$ cat config.mk
export PLATFORM = sky130hd
export DESIGN_NAME = input_debouncer
export DESIGN_NICKNAME = d
export VERILOG_FILES = /design/src/rtl/input_debouncer_pkg.sv /design/src/rtl/debounce_channel.sv /design/src/rtl/input_debouncer.sv
export SDC_FILE = /design/constraint.sdc
export NUM_CORES = 1
export LEC_CHECK = 0
export CORE_MARGIN = 1
export CORE_UTILIZATION = 66
export DETAILED_ROUTE_END_ITERATION = 8
export DONT_BUFFER_PORTS = 1
export MAX_ROUTING_LAYER = met4
export PLACE_DENSITY = 0.82
export SYNTH_ARGS = -nofsm -noshare
export SYNTH_HDL_FRONTEND = slang
export SYNTH_SLANG_ARGS = --single-unit
$ cat constraint.sdc
create_clock -name clk -period 4 [get_ports clk]
set_input_delay 0.6 -clock clk [delete_from_list [all_inputs] [get_ports clk]]
set_output_delay 0.6 -clock clk [all_outputs]
set_load 0.02 [all_outputs]
$ cat src/rtl/input_debouncer_pkg.sv
// Shared definitions for the multi-channel input debouncer: FSM state
// encoding and the standard debounce-window lengths.
package input_debouncer_pkg;

    localparam logic [0:0] ST_IDLE  = 1'b0;
    localparam logic [0:0] ST_COUNT = 1'b1;

    // 1 ms at 50 MHz on the board; a short window keeps simulations fast.
    localparam int CNT_MAX_BOARD = 50000;
    localparam int CNT_MAX_SIM   = 4;

endpackage

$ cat src/rtl/debounce_channel.sv
// One debounced channel: 2-flop synchroniser, bounce counter and a two-state
// FSM that accepts a new level after CNT_MAX consecutive mismatching edges.
module debounce_channel
    import input_debouncer_pkg::*;
#(
    parameter int         CNT_MAX     = CNT_MAX_BOARD,
    parameter int         CNT_W       = 16,
    parameter logic [0:0] RESET_LEVEL = 1'b0
) (
    input  logic clk_i,
    input  logic rst_ni,
    input  logic raw_i,
    output logic level_o,
    output logic rise_o,
    output logic fall_o,
    output logic busy_o
);

    localparam logic [CNT_W-1:0] CNT_LAST = CNT_W'(CNT_MAX - 1);
    localparam logic [CNT_W-1:0] CNT_ONE  = CNT_W'(1);

    logic             s1_q, s2_q;
    logic [0:0]       state_q, state_d;
    logic [CNT_W-1:0] cnt_q, cnt_d;
    logic             level_q, level_d;
    logic             rise_q, rise_d;
    logic             fall_q, fall_d;
    logic             mismatch;

    assign mismatch = (s2_q != level_q);

    always_comb begin
        state_d = state_q;
        cnt_d   = cnt_q;
        level_d = level_q;
        rise_d  = 1'b0;
        fall_d  = 1'b0;
        case (state_q)
            ST_IDLE: begin
                cnt_d = '0;
                if (mismatch) begin
                    state_d = ST_COUNT;
                    cnt_d   = CNT_ONE;
                end
            end
            ST_COUNT: begin
                if (!mismatch) begin
                    state_d = ST_IDLE;
                    cnt_d   = '0;
                end else if (cnt_q == CNT_LAST) begin
                    // Pulses are registered so they line up with the new level.
                    state_d = ST_IDLE;
                    cnt_d   = '0;
                    level_d = ~level_q;
                    rise_d  = ~level_q;
                    fall_d  = level_q;
                end else begin
                    cnt_d = cnt_q + CNT_ONE;
                end
            end
            default: begin
                state_d = ST_IDLE;
                cnt_d   = '0;
            end
        endcase
    end

    always_ff @(posedge clk_i or negedge rst_ni) begin
        if (!rst_ni) begin
            s1_q    <= RESET_LEVEL;
            s2_q    <= RESET_LEVEL;
            state_q <= ST_IDLE;
            cnt_q   <= '0;
            level_q <= RESET_LEVEL;
            rise_q  <= 1'b0;
            fall_q  <= 1'b0;
        end else begin
            s1_q    <= raw_i;
            s2_q    <= s1_q;
            state_q <= state_d;
            cnt_q   <= cnt_d;
            level_q <= level_d;
            rise_q  <= rise_d;
            fall_q  <= fall_d;
        end
    end

    assign level_o = level_q;
    assign rise_o  = rise_q;
    assign fall_o  = fall_q;
    assign busy_o  = (state_q == ST_COUNT);

endmodule

$ cat src/rtl/input_debouncer.sv
// Multi-channel switch/button conditioner: WIDTH independent debounce
// channels producing clean levels plus one-cycle rise/fall pulses.
module input_debouncer
    import input_debouncer_pkg::*;
#(
    parameter int         WIDTH       = 2,
    parameter int         CNT_MAX     = CNT_MAX_BOARD,
    parameter int         CNT_W       = 16,
    parameter logic [0:0] RESET_LEVEL = 1'b0
) (
    input  logic             clk,
    input  logic             rst_n,
    input  logic [WIDTH-1:0] raw_in,
    output logic [WIDTH-1:0] level_out,
    output logic [WIDTH-1:0] rise_out,
    output logic [WIDTH-1:0] fall_out,
    output logic [WIDTH-1:0] busy_out
);

    for (genvar g = 0; g < WIDTH; g++) begin : g_ch
        debounce_channel #(
            .CNT_MAX     (CNT_MAX),
            .CNT_W       (CNT_W),
            .RESET_LEVEL (RESET_LEVEL)
        ) u_ch (
            .clk_i   (clk),
            .rst_ni  (rst_n),
            .raw_i   (raw_in[g]),
            .level_o (level_out[g]),
            .rise_o  (rise_out[g]),
            .fall_o  (fall_out[g]),
            .busy_o  (busy_out[g])
        );
    end

endmodule
==> metrics.cfg <==
[status]
status=complete, but fails checks
failing_checks=design-rule violations

[synth]
synthDistinctLibCells=27
synthesis.area_per_instance_sq_um=10.4
synthesis.instances=195
post_syn_nets=201
synth.ff_latch_count=44
synth_warnings=0
synth_seq_area_share=0.541
post_synth_instance_area_sq_um=2040

[clock_network]
hold_buffers=1
ctsRootBufferMaster=clkbuf_4
cts_tree=done
max-clock-path-buffers=2
latest_clock_arrival_within_the_worst_skew_pair_ns=0.33
htree_levels=2
postCtsSetupBuffers=0
postCtsResizedCells=0
worst_setup_hold_path_clk_slew_ns=0.12
cts-buffers-inserted=5
num_clock_sinks=44

[die]
die_height_um=57.6
initial_utilization=0.720
die_width_um=57.6
total_i_o_pin_count=12
die_area_sq_um=3310
design.core.area_sq_um=2830
core.rowCount=19

[setup_path]
path_cells=nor4_1 > nand3b_1 > o31ai_4 > o21ai_0
crit_path_category=register to register
critical_path_cell_with_the_highest_stage_delay=o31ai_4
cp.buffers_inverters=0
cp_data_arrival_time_ns=2.12
worst_setup_path_start_kind=register
r2r.worst_path.cells=4
rr_endpoint=g_ch[1].u_ch.busy_o
critical-path-max-stage-delay_ns=0.65
crit_required_ns=4.18
crit_path_leading_delay_family=compound AO/OA/AOI/OAI gates
endpoint_kind=register
worstReg2RegStart=g_ch[1].u_ch.cnt_q[4]
cp_max_fo=16
flop2flop_setup_slack_ns=2.06

[timing]
clock_skew_ns=0.00857
max_freq_ghz=0.515
worst_setup_slack_after_layout_ns=2.06
layout_worst_path_cycle_share=0.485
worst_hold_slack_ns=0.0989
final_max_slew_viol_count=0
timing.slew.headroom=0.566
setup-tns-final_ns=0
hold_viol_final=0
timing.final.setup_violations=0
rsz0062_at_grt=no
worst_slew_pin_slew_ns=0.651
finalCriticalPeriod_ns=1.94

[detailed_routing]
postRouteWirelength_mm=3.31
drt_first_pass_iters=6
initialDrtViolationCount=89
vias=1306
final_antenna_net_count=0
drt-vias-per-instance=5.83
drcViolationCount=3
final_routed_wire_length_divided_by_cell_count_um=14.8

[finish]
most-common-layout-cells=44 x dfrtp_1, 39 x nor2_1, 28 x xnor2_1, 9 x nand3_1
layout.cells.most_common=dfrtp_1
layout-drive-gt1-share=0.0570
final.fill_count=209
antenna-diode-count=0
layout.nets=198
area.growth.synth_to_final_pct=2.52

[place]
hpwl_after_detailed_placement_mm=2.37
post-place-ws_ns=2.06
place_congestion=0.841
count_of_port_buffers_added_during_placement=0

[hold_path]
hold_path_class=input pin to async pin

[flow_run]
number_of_max_cap_violations=0

[power_and_ir_drop]
static_power_due_to_leakage_nw=0.809
vdd_drop_max_mv=0.292
power.density_nw_per_um2=367

[grt]
track_usage=0.235
antenna_found_initial=0
grt_pass1_wl_mm=5.64
via_count_of_the_first_global_routing_pass=1242
grt_start_max_net_pins=45
grt_overflow_total=0

[worst max-delay path by stage]
stage | startpoint | end | slack [ns] | depth (start not counted)
final | g_ch[1].u_ch.cnt_q[4] | g_ch[1].u_ch.busy_o | 2.06 | 4
after global routing | g_ch[0].u_ch.cnt_q[0] | g_ch[0].u_ch.cnt_q[0] | 1.88 | 5
after CTS | g_ch[1].u_ch.cnt_q[5] | g_ch[1].u_ch.busy_o | 2.04 | 4
after detailed placement | g_ch[1].u_ch.cnt_q[5] | g_ch[1].u_ch.busy_o | 2.06 | 4
after global placement | g_ch[0].u_ch.cnt_q[0] | g_ch[0].u_ch.busy_o | 2.21 | 5
after floorplan | g_ch[1].u_ch.cnt_q[4] | g_ch[1].u_ch.cnt_q[10] | 2.48 | 5
[per-layer routing]
metal | share of wire | global-route usage | vias up | wire length, um
met2 | 0.48 | 0.377 | 34 | 1590
met5 | 0 | - | - | 0
met4 | 0.0042 | 0.0523 | 0 | 14
met1 | 0.47 | 0.301 | 629 | 1540
met3 | 0.051 | 0.0635 | 2 | 168
li1 | - | - | 641 | -
[final cells by class]
type | count | area, sq um | area share
flip-flops and latches | 44 | 1100 | 0.527
clock buffers | 6 | 41.3 | 0.0198
multi-input cells | 132 | 822 | 0.394
inverters | 8 | 30.0 | 0.0144
clock inverters | 2 | 35.0 | 0.0168
well taps | 31 | 38.8 | 0.0186
repair buffers | 1 | 20.0 | 0.00959
[registers in the layout, summed over array words and instances, names as in the netlist]
signal / flops
g_ch.u_ch.busy_o: 2
g_ch.u_ch.cnt_q: 32
g_ch.u_ch.fall_o: 2
g_ch.u_ch.level_o: 2
g_ch.u_ch.rise_o: 2
g_ch.u_ch.s1_q: 2
g_ch.u_ch.s2_q: 2
[power by group]
group / leakage [nW] / total [W] / internal [W] / switching, W
registers: 0.598 / 0.000470 / 0.000455 / 0.0000148
logic: 0.169 / 0.0000375 / 0.0000118 / 0.0000257
clock network: 0.0422 / 0.000259 / 0.000131 / 0.000127
[cells by family (layout without fill, tap and decap cells)]
kind of cell	after synthesis	count (layout)	share of synthesized area
AO/OA/AOI/OAI	5	5	0.0215
XOR/XNOR	33	33	0.142
adder cells (fa/ha/maj)	2	2	0.0123
buffers and inverters	19	17	0.0559
flip-flops	44	44	0.541
AND/OR/NAND/NOR	92	92	0.228
[stage by stage]
stage,instances,total power [W],utilization,cell area [sq um]
2_1_floorplan,195,0.000506,-,2040
3_3_place_gp,215,0.000503,0.704,1990
3_5_place_dp,215,0.000506,0.704,1990
4_1_cts,224,0.000773,0.738,2090
5_1_grt,224,0.000798,0.738,2090
6_report,224,0.000766,0.738,2090
[synthesized netlist by cell type]
cell / n / area (sq um)
nor4_1: 8 / 50.1
nand3_1: 9 / 45.0
nor3_1: 8 / 40.0
nand4b_1: 1 / 8.76
nor4bb_1: 2 / 20.0
xor2_1: 5 / 43.8
nor4_2: 1 / 12.5
nor2b_1: 1 / 6.26
nor2_1: 39 / 146
o22ai_1: 2 / 12.5
nor3b_1: 1 / 7.51
dfrtp_1: 44 / 1100
o31ai_4: 1 / 21.3
o21ai_0: 2 / 10.0
nand4_1: 7 / 43.8
and2_1: 3 / 18.8
nor4b_1: 1 / 8.76
buf_6: 1 / 11.3
ha_1: 2 / 25.0
inv_1: 8 / 30.0
nand2_1: 7 / 26.3
buf_4: 9 / 67.6
nand2b_1: 2 / 12.5
xnor2_1: 28 / 245
nand3b_1: 1 / 7.51
buf_2: 1 / 5.00
nand3_2: 1 / 10.0
[worst register-to-register path, stage by stage (launching register included)]
cell and delay (ns):
dfrtp_1 0.44, nor4_1 0.29, nand3b_1 0.19, o31ai_4 0.65, o21ai_0 0.22
Note: power is estimated with default switching activity, not from simulation.
